### config.mk
export PLATFORM = sky130hd
export DESIGN_NAME = lvds_to_lcd
export DESIGN_NICKNAME = d
export VERILOG_FILES = /design/src/rtl/lvds_pkg.sv /design/src/rtl/lvds_word_align.sv /design/src/rtl/lvds_to_lcd.sv
export SDC_FILE = /design/constraint.sdc
export NUM_CORES = 1
export LEC_CHECK = 0
export ABC_AREA = 1
export BUFFER_PORTS_ARGS = -buffer_cell sky130_fd_sc_hd__clkbuf_2
export CAP_MARGIN = 10
export CORE_MARGIN = 1.5
export CORE_UTILIZATION = 25
export DETAILED_ROUTE_END_ITERATION = 8
export GPL_ROUTABILITY_DRIVEN = 1
export PLACE_DENSITY = 0.5
export RECOVER_POWER = 50
export SLEW_MARGIN = 5
export SYNTH_ARGS = -nofsm -noshare
export SYNTH_HDL_FRONTEND = slang
export SYNTH_SLANG_ARGS = --single-unit
### constraint.sdc
create_clock -name I_clk_1x -period 1.6 [get_ports I_clk_1x]
set_clock_uncertainty 0.1 [all_clocks]
set_input_delay 0.24 -clock I_clk_1x [delete_from_list [all_inputs] [get_ports I_clk_1x]]
set_output_delay 0.24 -clock I_clk_1x [all_outputs]
set_load 0.005 [all_outputs]
### src/rtl/lvds_pkg.sv
// Shared types and lane mappings for the 7:1 LVDS receive unpacker.
// Holds FSM encoding, pixel bundle and VESA/JEIDA decode helpers.
package lvds_pkg;

  localparam int LANE_W = 7;
  localparam int CAT_W  = 2 * LANE_W;

  localparam logic [LANE_W-1:0] CLK_PATTERN_DEF = 7'b1100011;

  typedef enum logic [1:0] {
    ST_SEARCH = 2'd0,
    ST_VERIFY = 2'd1,
    ST_LOCKED = 2'd2
  } state_t;

  typedef struct packed {
    logic [7:0] r;
    logic [7:0] g;
    logic [7:0] b;
    logic       de;
    logic       vs;
    logic       hs;
  } pixel_t;

  // d3[6] carries no payload in either mapping
  function automatic pixel_t decode_vesa(
    input logic [LANE_W-1:0] d0,
    input logic [LANE_W-1:0] d1,
    input logic [LANE_W-1:0] d2,
    input logic [LANE_W-1:0] d3
  );
    pixel_t p;
    p.r  = {d3[1:0], d0[5:0]};
    p.g  = {d3[3:2], d1[4:0], d0[6]};
    p.b  = {d3[5:4], d2[3:0], d1[6:5]};
    p.de = d2[6];
    p.vs = d2[5];
    p.hs = d2[4];
    return p;
  endfunction

  function automatic pixel_t decode_jeida(
    input logic [LANE_W-1:0] d0,
    input logic [LANE_W-1:0] d1,
    input logic [LANE_W-1:0] d2,
    input logic [LANE_W-1:0] d3
  );
    pixel_t p;
    p.r  = {d0[5:0], d3[1:0]};
    p.g  = {d1[4:0], d0[6], d3[3:2]};
    p.b  = {d2[3:0], d1[6:5], d3[5:4]};
    p.de = d2[6];
    p.vs = d2[5];
    p.hs = d2[4];
    return p;
  endfunction

endpackage

### src/rtl/lvds_word_align.sv
// One lane of the word aligner: two-deep word history and a
// shift-indexed 7-bit window over {prev, cur}.
module lvds_word_align
  import lvds_pkg::*;
(
  input  logic              i_clk,
  input  logic              i_rst_n,
  input  logic [LANE_W-1:0] i_raw,
  input  logic [2:0]        i_shift,
  output logic [LANE_W-1:0] o_word
);

  logic [LANE_W-1:0] r_cur;
  logic [LANE_W-1:0] r_prev;
  logic [CAT_W-1:0]  w_cat;

  always_ff @(posedge i_clk or negedge i_rst_n) begin
    if (!i_rst_n) begin
      r_cur  <= '0;
      r_prev <= '0;
    end else begin
      r_cur  <= i_raw;
      r_prev <= r_cur;
    end
  end

  assign w_cat  = {r_prev, r_cur};
  assign o_word = w_cat[i_shift +: LANE_W];

endmodule

### src/rtl/lvds_to_lcd.sv
// 7:1 LVDS receive unpacker: finds the word boundary from the clock
// lane, aligns all lanes and decodes to 8-bit RGB plus DE/VS/HS.
module lvds_to_lcd
  import lvds_pkg::*;
#(
  parameter string             PROTOCOL    = "VESA",
  parameter logic [LANE_W-1:0] CLK_PATTERN = CLK_PATTERN_DEF,
  parameter int                LOCK_CNT    = 16,
  parameter int                ERR_CNT     = 4
) (
  input  logic              I_clk_1x,
  input  logic              I_rst_n,
  input  logic [LANE_W-1:0] I_lvds_clk,
  input  logic [LANE_W-1:0] I_lvds_d0,
  input  logic [LANE_W-1:0] I_lvds_d1,
  input  logic [LANE_W-1:0] I_lvds_d2,
  input  logic [LANE_W-1:0] I_lvds_d3,
  output logic [7:0]        O_R_data,
  output logic [7:0]        O_G_data,
  output logic [7:0]        O_B_data,
  output logic              O_DE,
  output logic              O_VS,
  output logic              O_HS,
  output logic              O_locked,
  output logic [2:0]        O_align_shift,
  output logic              O_lock_lost
);

  localparam bit        IS_JEIDA = (PROTOCOL == "JEIDA");
  localparam logic [7:0] LOCK_N  = 8'(LOCK_CNT);
  localparam logic [7:0] ERR_N   = 8'(ERR_CNT);

  state_t     r_state;
  state_t     w_state_nxt;
  logic [2:0] r_shift;
  logic [2:0] w_shift_nxt;
  logic [2:0] w_shift_inc;
  logic [7:0] r_cnt;
  logic [7:0] w_cnt_nxt;
  logic [7:0] w_cnt_inc;
  logic [7:0] r_err;
  logic [7:0] w_err_nxt;
  logic [7:0] w_err_inc;
  logic       w_lost_nxt;
  logic       w_match;
  logic       r_locked;
  logic       r_lost;
  pixel_t     w_pix;
  pixel_t     r_pix;

  logic [LANE_W-1:0] w_raw [5];
  logic [LANE_W-1:0] w_al  [5];

  assign w_raw[0] = I_lvds_clk;
  assign w_raw[1] = I_lvds_d0;
  assign w_raw[2] = I_lvds_d1;
  assign w_raw[3] = I_lvds_d2;
  assign w_raw[4] = I_lvds_d3;

  for (genvar gi = 0; gi < 5; gi++) begin : g_lane
    lvds_word_align u_align (
      .i_clk   (I_clk_1x),
      .i_rst_n (I_rst_n),
      .i_raw   (w_raw[gi]),
      .i_shift (r_shift),
      .o_word  (w_al[gi])
    );
  end

  assign w_match     = (w_al[0] == CLK_PATTERN);
  assign w_shift_inc = (r_shift == 3'd6) ? 3'd0 : r_shift + 3'd1;
  assign w_cnt_inc   = (r_cnt == 8'hFF) ? r_cnt : r_cnt + 8'd1;
  assign w_err_inc   = (r_err == 8'hFF) ? r_err : r_err + 8'd1;

  always_comb begin
    w_state_nxt = r_state;
    w_shift_nxt = r_shift;
    w_cnt_nxt   = r_cnt;
    w_err_nxt   = r_err;
    w_lost_nxt  = 1'b0;
    unique case (r_state)
      ST_SEARCH: begin
        if (w_match) begin
          w_state_nxt = ST_VERIFY;
          w_cnt_nxt   = 8'd1;
        end else begin
          w_shift_nxt = w_shift_inc;
        end
      end
      ST_VERIFY: begin
        if (w_match) begin
          w_cnt_nxt = w_cnt_inc;
          if (w_cnt_inc >= LOCK_N) begin
            w_state_nxt = ST_LOCKED;
            w_err_nxt   = 8'd0;
          end
        end else begin
          w_state_nxt = ST_SEARCH;
          w_shift_nxt = w_shift_inc;
          w_cnt_nxt   = 8'd0;
        end
      end
      ST_LOCKED: begin
        if (w_match) begin
          w_err_nxt = 8'd0;
        end else if (w_err_inc >= ERR_N) begin
          w_state_nxt = ST_SEARCH;
          w_shift_nxt = w_shift_inc;
          w_cnt_nxt   = 8'd0;
          w_err_nxt   = 8'd0;
          w_lost_nxt  = 1'b1;
        end else begin
          w_err_nxt = w_err_inc;
        end
      end
      default: begin
        w_state_nxt = ST_SEARCH;
        w_shift_nxt = 3'd0;
        w_cnt_nxt   = 8'd0;
        w_err_nxt   = 8'd0;
      end
    endcase
  end

  always_ff @(posedge I_clk_1x or negedge I_rst_n) begin
    if (!I_rst_n) begin
      r_state <= ST_SEARCH;
      r_shift <= 3'd0;
      r_cnt   <= 8'd0;
      r_err   <= 8'd0;
    end else begin
      r_state <= w_state_nxt;
      r_shift <= w_shift_nxt;
      r_cnt   <= w_cnt_nxt;
      r_err   <= w_err_nxt;
    end
  end

  // decode follows the state register, so it lags lock by one cycle
  always_comb begin
    if (IS_JEIDA)
      w_pix = decode_jeida(w_al[1], w_al[2], w_al[3], w_al[4]);
    else
      w_pix = decode_vesa(w_al[1], w_al[2], w_al[3], w_al[4]);
  end

  always_ff @(posedge I_clk_1x or negedge I_rst_n) begin
    if (!I_rst_n) begin
      r_pix    <= '0;
      r_locked <= 1'b0;
      r_lost   <= 1'b0;
    end else begin
      r_pix    <= (r_state == ST_LOCKED) ? w_pix : '0;
      r_locked <= (r_state == ST_LOCKED);
      r_lost   <= w_lost_nxt;
    end
  end

  assign O_R_data      = r_pix.r;
  assign O_G_data      = r_pix.g;
  assign O_B_data      = r_pix.b;
  assign O_DE          = r_pix.de;
  assign O_VS          = r_pix.vs;
  assign O_HS          = r_pix.hs;
  assign O_locked      = r_locked;
  assign O_align_shift = r_shift;
  assign O_lock_lost   = r_lost;

endmodule

==> impl_metrics.py <==
metrics = {
    "timing": {
        "rsz_0062_raised_after_global_routing": "true",
        "setup_viol_count_final": 49,
        "slew_headroom_pct": 43.98,
        "fin_crit_sh_pct": 116.1,
        "min_period_ns": 1.857,
        "tightestPinTransition_ns": 0.8403,
        "finalWorstSetupSlack_ns": -0.2574,
        "timing.final.max_slew_violations": 0,
        "achievable-frequency_mhz": 538.4,
        "finalHoldViolations": 0,
    },
    "global_routing": {
        "grt_pass1_vias": 4630,
        "maximum_number_of_pins_on_one_net_before_global_route_repair": 36,
        "grt_util_all_layers_pct": 13.56,
        "gr-total-overflow": 0,
        "grt_antenna_before_repair": 0,
        "wire_length_of_the_first_global_routing_pass_mm": 23.18,
    },
    "clock_tree": {
        "worst_setup_hold_path_clk_slew_ns": 0.06,
        "cts_root_buffer": "sky130_fd_sc_hd__clkbuf_16",
        "cts.sinks": 119,
        "clk-insertion-delay-late_ns": 0.42,
        "cts_htree_levels": 4,
        "cts_buffer_depth": 2,
        "cts_tree": "built",
        "tritoncts.num_buffers": 17,
    },
    "logic_synthesis": {
        "synthesis.area_um2": 5381,
        "synth_sequential_area_ratio_pct": 55.34,
        "netlist.top_cell.by_area": "sky130_fd_sc_hd__dfrtp_1",
        "yosys_register_bits": 119,
        "synth_net_count": 650,
        "dominantRegCellSynth": "sky130_fd_sc_hd__dfrtp_1",
        "edff_count_synth": 0,
        "ys_warn_count": 0,
        "synth_cells": 611,
        "synth-async-reset-ratio_pct": 100.0,
        "synthDominantCellAreaShare_pct": 55.34,
        "synth_area_leaders": "sky130_fd_sc_hd__dfrtp_1, sky130_fd_sc_hd__nand2_1, sky130_fd_sc_hd__o21ai_0",
        "synthesis.area_per_instance_um2": 8.808,
        "synthDistinctLibCells": 37,
    },
    "detailed_routing": {
        "drt_first_pass_iters": 4,
        "drt-met1-wl_mm": 6.803,
        "post_route_ant_nets": 0,
        "post-route-drc-count": 0,
        "dr.first_iter.drc_count": 222,
        "via_per_inst": 4.319,
        "routedWlPerCell_um": 13.55,
        "met3RoutedLength_um": 628,
        "route.met2.wl_mm": 7.023,
        "topRoutingLayerUsed": "met4",
        "routed_wirelength_mm": 14.84,
        "route.vias.total": 4729,
    },
    "power": {
        "peakVddDrop_mv": 0.7808,
        "power-per-cell-area_nw_per_um2": 1694,
        "power_mw": 13.93,
        "leakage_nw": 4.095,
    },
    "floorplan": {
        "floorplan.die_area_um2": 22410,
        "die_extent_in_y_um": 149.7,
        "ioPinCount": 69,
        "floorplan.die.width_um": 149.7,
        "coreArea_um2": 21090,
        "placement_rows": 53,
        "start_util_pct": 25.52,
    },
    "layout": {
        "area.growth.synth_to_final_pct": 52.80,
        "final_layout_size_suffix_gt1_share_pct": 34.88,
        "finish.instance_area_um2": 8223,
        "insertedDiodeCount": 0,
        "postLayoutCoreUtil_pct": 38.99,
        "layout.nets": 846,
        "layout_commonest_cell": "sky130_fd_sc_hd__nand2_1",
        "final-seq-area_um2": 2980,
        "fillers": 2121,
        "multi_input_logic_area_um2": 2430,
        "commonest_cells_after_routing_fill_and_taps_aside": "sky130_fd_sc_hd__nand2_1, sky130_fd_sc_hd__dfrtp_1, sky130_fd_sc_hd__buf_4",
    },
    "run_status": {
        "failed_checks": "setup timing",
        "status": "finished, violations left",
    },
    "worst_setup_path": {
        "worst-setup-path-type": "flip-flop to flip-flop",
        "setup.worst_path.start_class": "flip-flop",
        "crit_path_frequent_cell": "sky130_fd_sc_hd__nand2_1",
        "cpMaxStageDelayCell": "sky130_fd_sc_hd__dfrtp_2",
        "worst-path-buf-inv": 1,
        "cell_family_with_most_cp_delay": "simple AND/OR/NAND/NOR gates",
        "cp_data_arrival_time_ns": 2.06,
        "cp_slowest_stage_delay_ns": 0.50,
        "end_kind": "flip-flop",
        "chain_of_cells_forming_the_critical_path": "clkbuf_16, nand3_1, nand2_1, nand2_1, a21oi_2, nand3_4, nand3_1, nand3_4, nand2_1, nand2_1",
        "critPathRequiredTime_ns": 1.80,
        "worstPathMaxFanout": 8,
    },
    "place": {
        "gp_congestion": 0.8015,
        "port_buffers": 68,
        "dp.final_hpwl_mm": 10.14,
        "dpl-instance-area_um2": 6604,
        "dpl_worst_slack_ns": -0.2377,
    },
    "job": {
        "drv.max_cap_violation_count": 0,
    },
    "min_path": {
        "min-delay-path-class": "flip-flop to flip-flop",
    },
}
==> timing repair <==
action                                  in CTS  in global routing
pin swaps                                    7                 34
setup buffers                                2                 11
hold buffers                                36                  0
resized for setup                           30                 93
endpoints found under the hold margin       57                  0
endpoints found under the setup margin      49                 49
gates cloned                                 1                  3
==> metrics by stage <==
stage          cells  hold slack, ns  TNS [ns]
3_3_place_gp    1010          0.1215    -6.501
5_1_grt         1095          0.2913    -12.48
6_report        1095          0.2748    -7.980
4_1_cts         1081          0.2197    -5.928
2_1_floorplan    611         -0.1556    -2.837
3_5_place_dp    1010          0.1305    -6.656
==> synthesized netlist by cell type (all sizes together) (7+ instances only) <==
cell    count
dfrtp     119
o22ai       8
a221oi     10
nor2       56
a211oi      7
nand3      25
nand4       8
a21oi      16
nand2     201
inv        54
buf        18
or2         8
mux2i      13
o21ai      41
==> cells by family after synthesis <==
| logic type | after synthesis | synth area share (%) |
|---|---|---|
| buf+inv | 78 | 6.766 |
| xor+xnor | 1 | 0.1628 |
| flops | 119 | 55.34 |
| simple gates | 301 | 24.04 |
| compound gates | 97 | 10.81 |
| mux | 13 | 2.418 |
| fa+ha+maj | 2 | 0.4649 |
==> report_power, final <==
part	internal (mW)	total (mW)	switching [mW]
Sequential	3.26	3.47	0.211
Combinational	2.99	6.37	3.38
Clock	2.70	4.09	1.39
==> worst register-to-register path: stages, from the launching register on <==
cell	delay [ns]
sky130_fd_sc_hd__dfrtp_2	0.50
sky130_fd_sc_hd__clkbuf_16	0.21
sky130_fd_sc_hd__nand3_1	0.07
sky130_fd_sc_hd__nand2_1	0.06
sky130_fd_sc_hd__nand2_1	0.06
sky130_fd_sc_hd__a21oi_2	0.18
sky130_fd_sc_hd__nand3_4	0.12
sky130_fd_sc_hd__nand3_1	0.17
sky130_fd_sc_hd__nand3_4	0.15
sky130_fd_sc_hd__nand2_1	0.09
sky130_fd_sc_hd__nand2_1	0.05
==> routing by layer <==
metal,GRT usage (%),vias to the layer above
met1,17.82,2199
met2,21.27,112
li1,-,2396
met5,0,-
met3,2.866,22
met4,6.422,0
==> sequential cells by signal, indices dropped and copies added, names as in the netlist, 2 cells and up <==
| signal | count |
|---|---|
| r_err | 8 |
| r_state | 2 |
| O_align_shift | 3 |
| g_lane.u_align.r_prev | 34 |
| O_R_data | 8 |
| g_lane.u_align.r_cur | 35 |
| r_cnt | 8 |
| O_B_data | 8 |
| O_G_data | 8 |
==> worst paths after layout <==
kind                       depth (start not counted)                  startpoint  slack, ns                           to
setup / recovery                                  10            O_align_shift[0]      -0.26                     r_cnt[0]
hold / removal                                     0  g_lane[1].u_align.r_cur[4]       0.27  g_lane[1].u_align.r_prev[4]
setup reg to reg                                  10            O_align_shift[0]      -0.26                     r_cnt[0]
hold reg to reg                                    0  g_lane[1].u_align.r_cur[4]       0.27  g_lane[1].u_align.r_prev[4]
max in group asynchronous                          3                     I_rst_n       0.20  g_lane[0].u_align.r_prev[6]
min in group asynchronous                          2                     I_rst_n       0.36  g_lane[1].u_align.r_prev[6]
==> layout make-up <==
| class | instances | share of cell area (%) |
|---|---|---|
| clock buffer | 22 | 5.645 |
| clock inverter | 10 | 2.039 |
| inverter | 54 | 2.526 |
| multi-input combinational | 414 | 29.55 |
| sequential | 119 | 36.24 |
| tap | 275 | 4.184 |
| timing repair buffer | 201 | 19.81 |
Power figures use the tool's default switching activity.
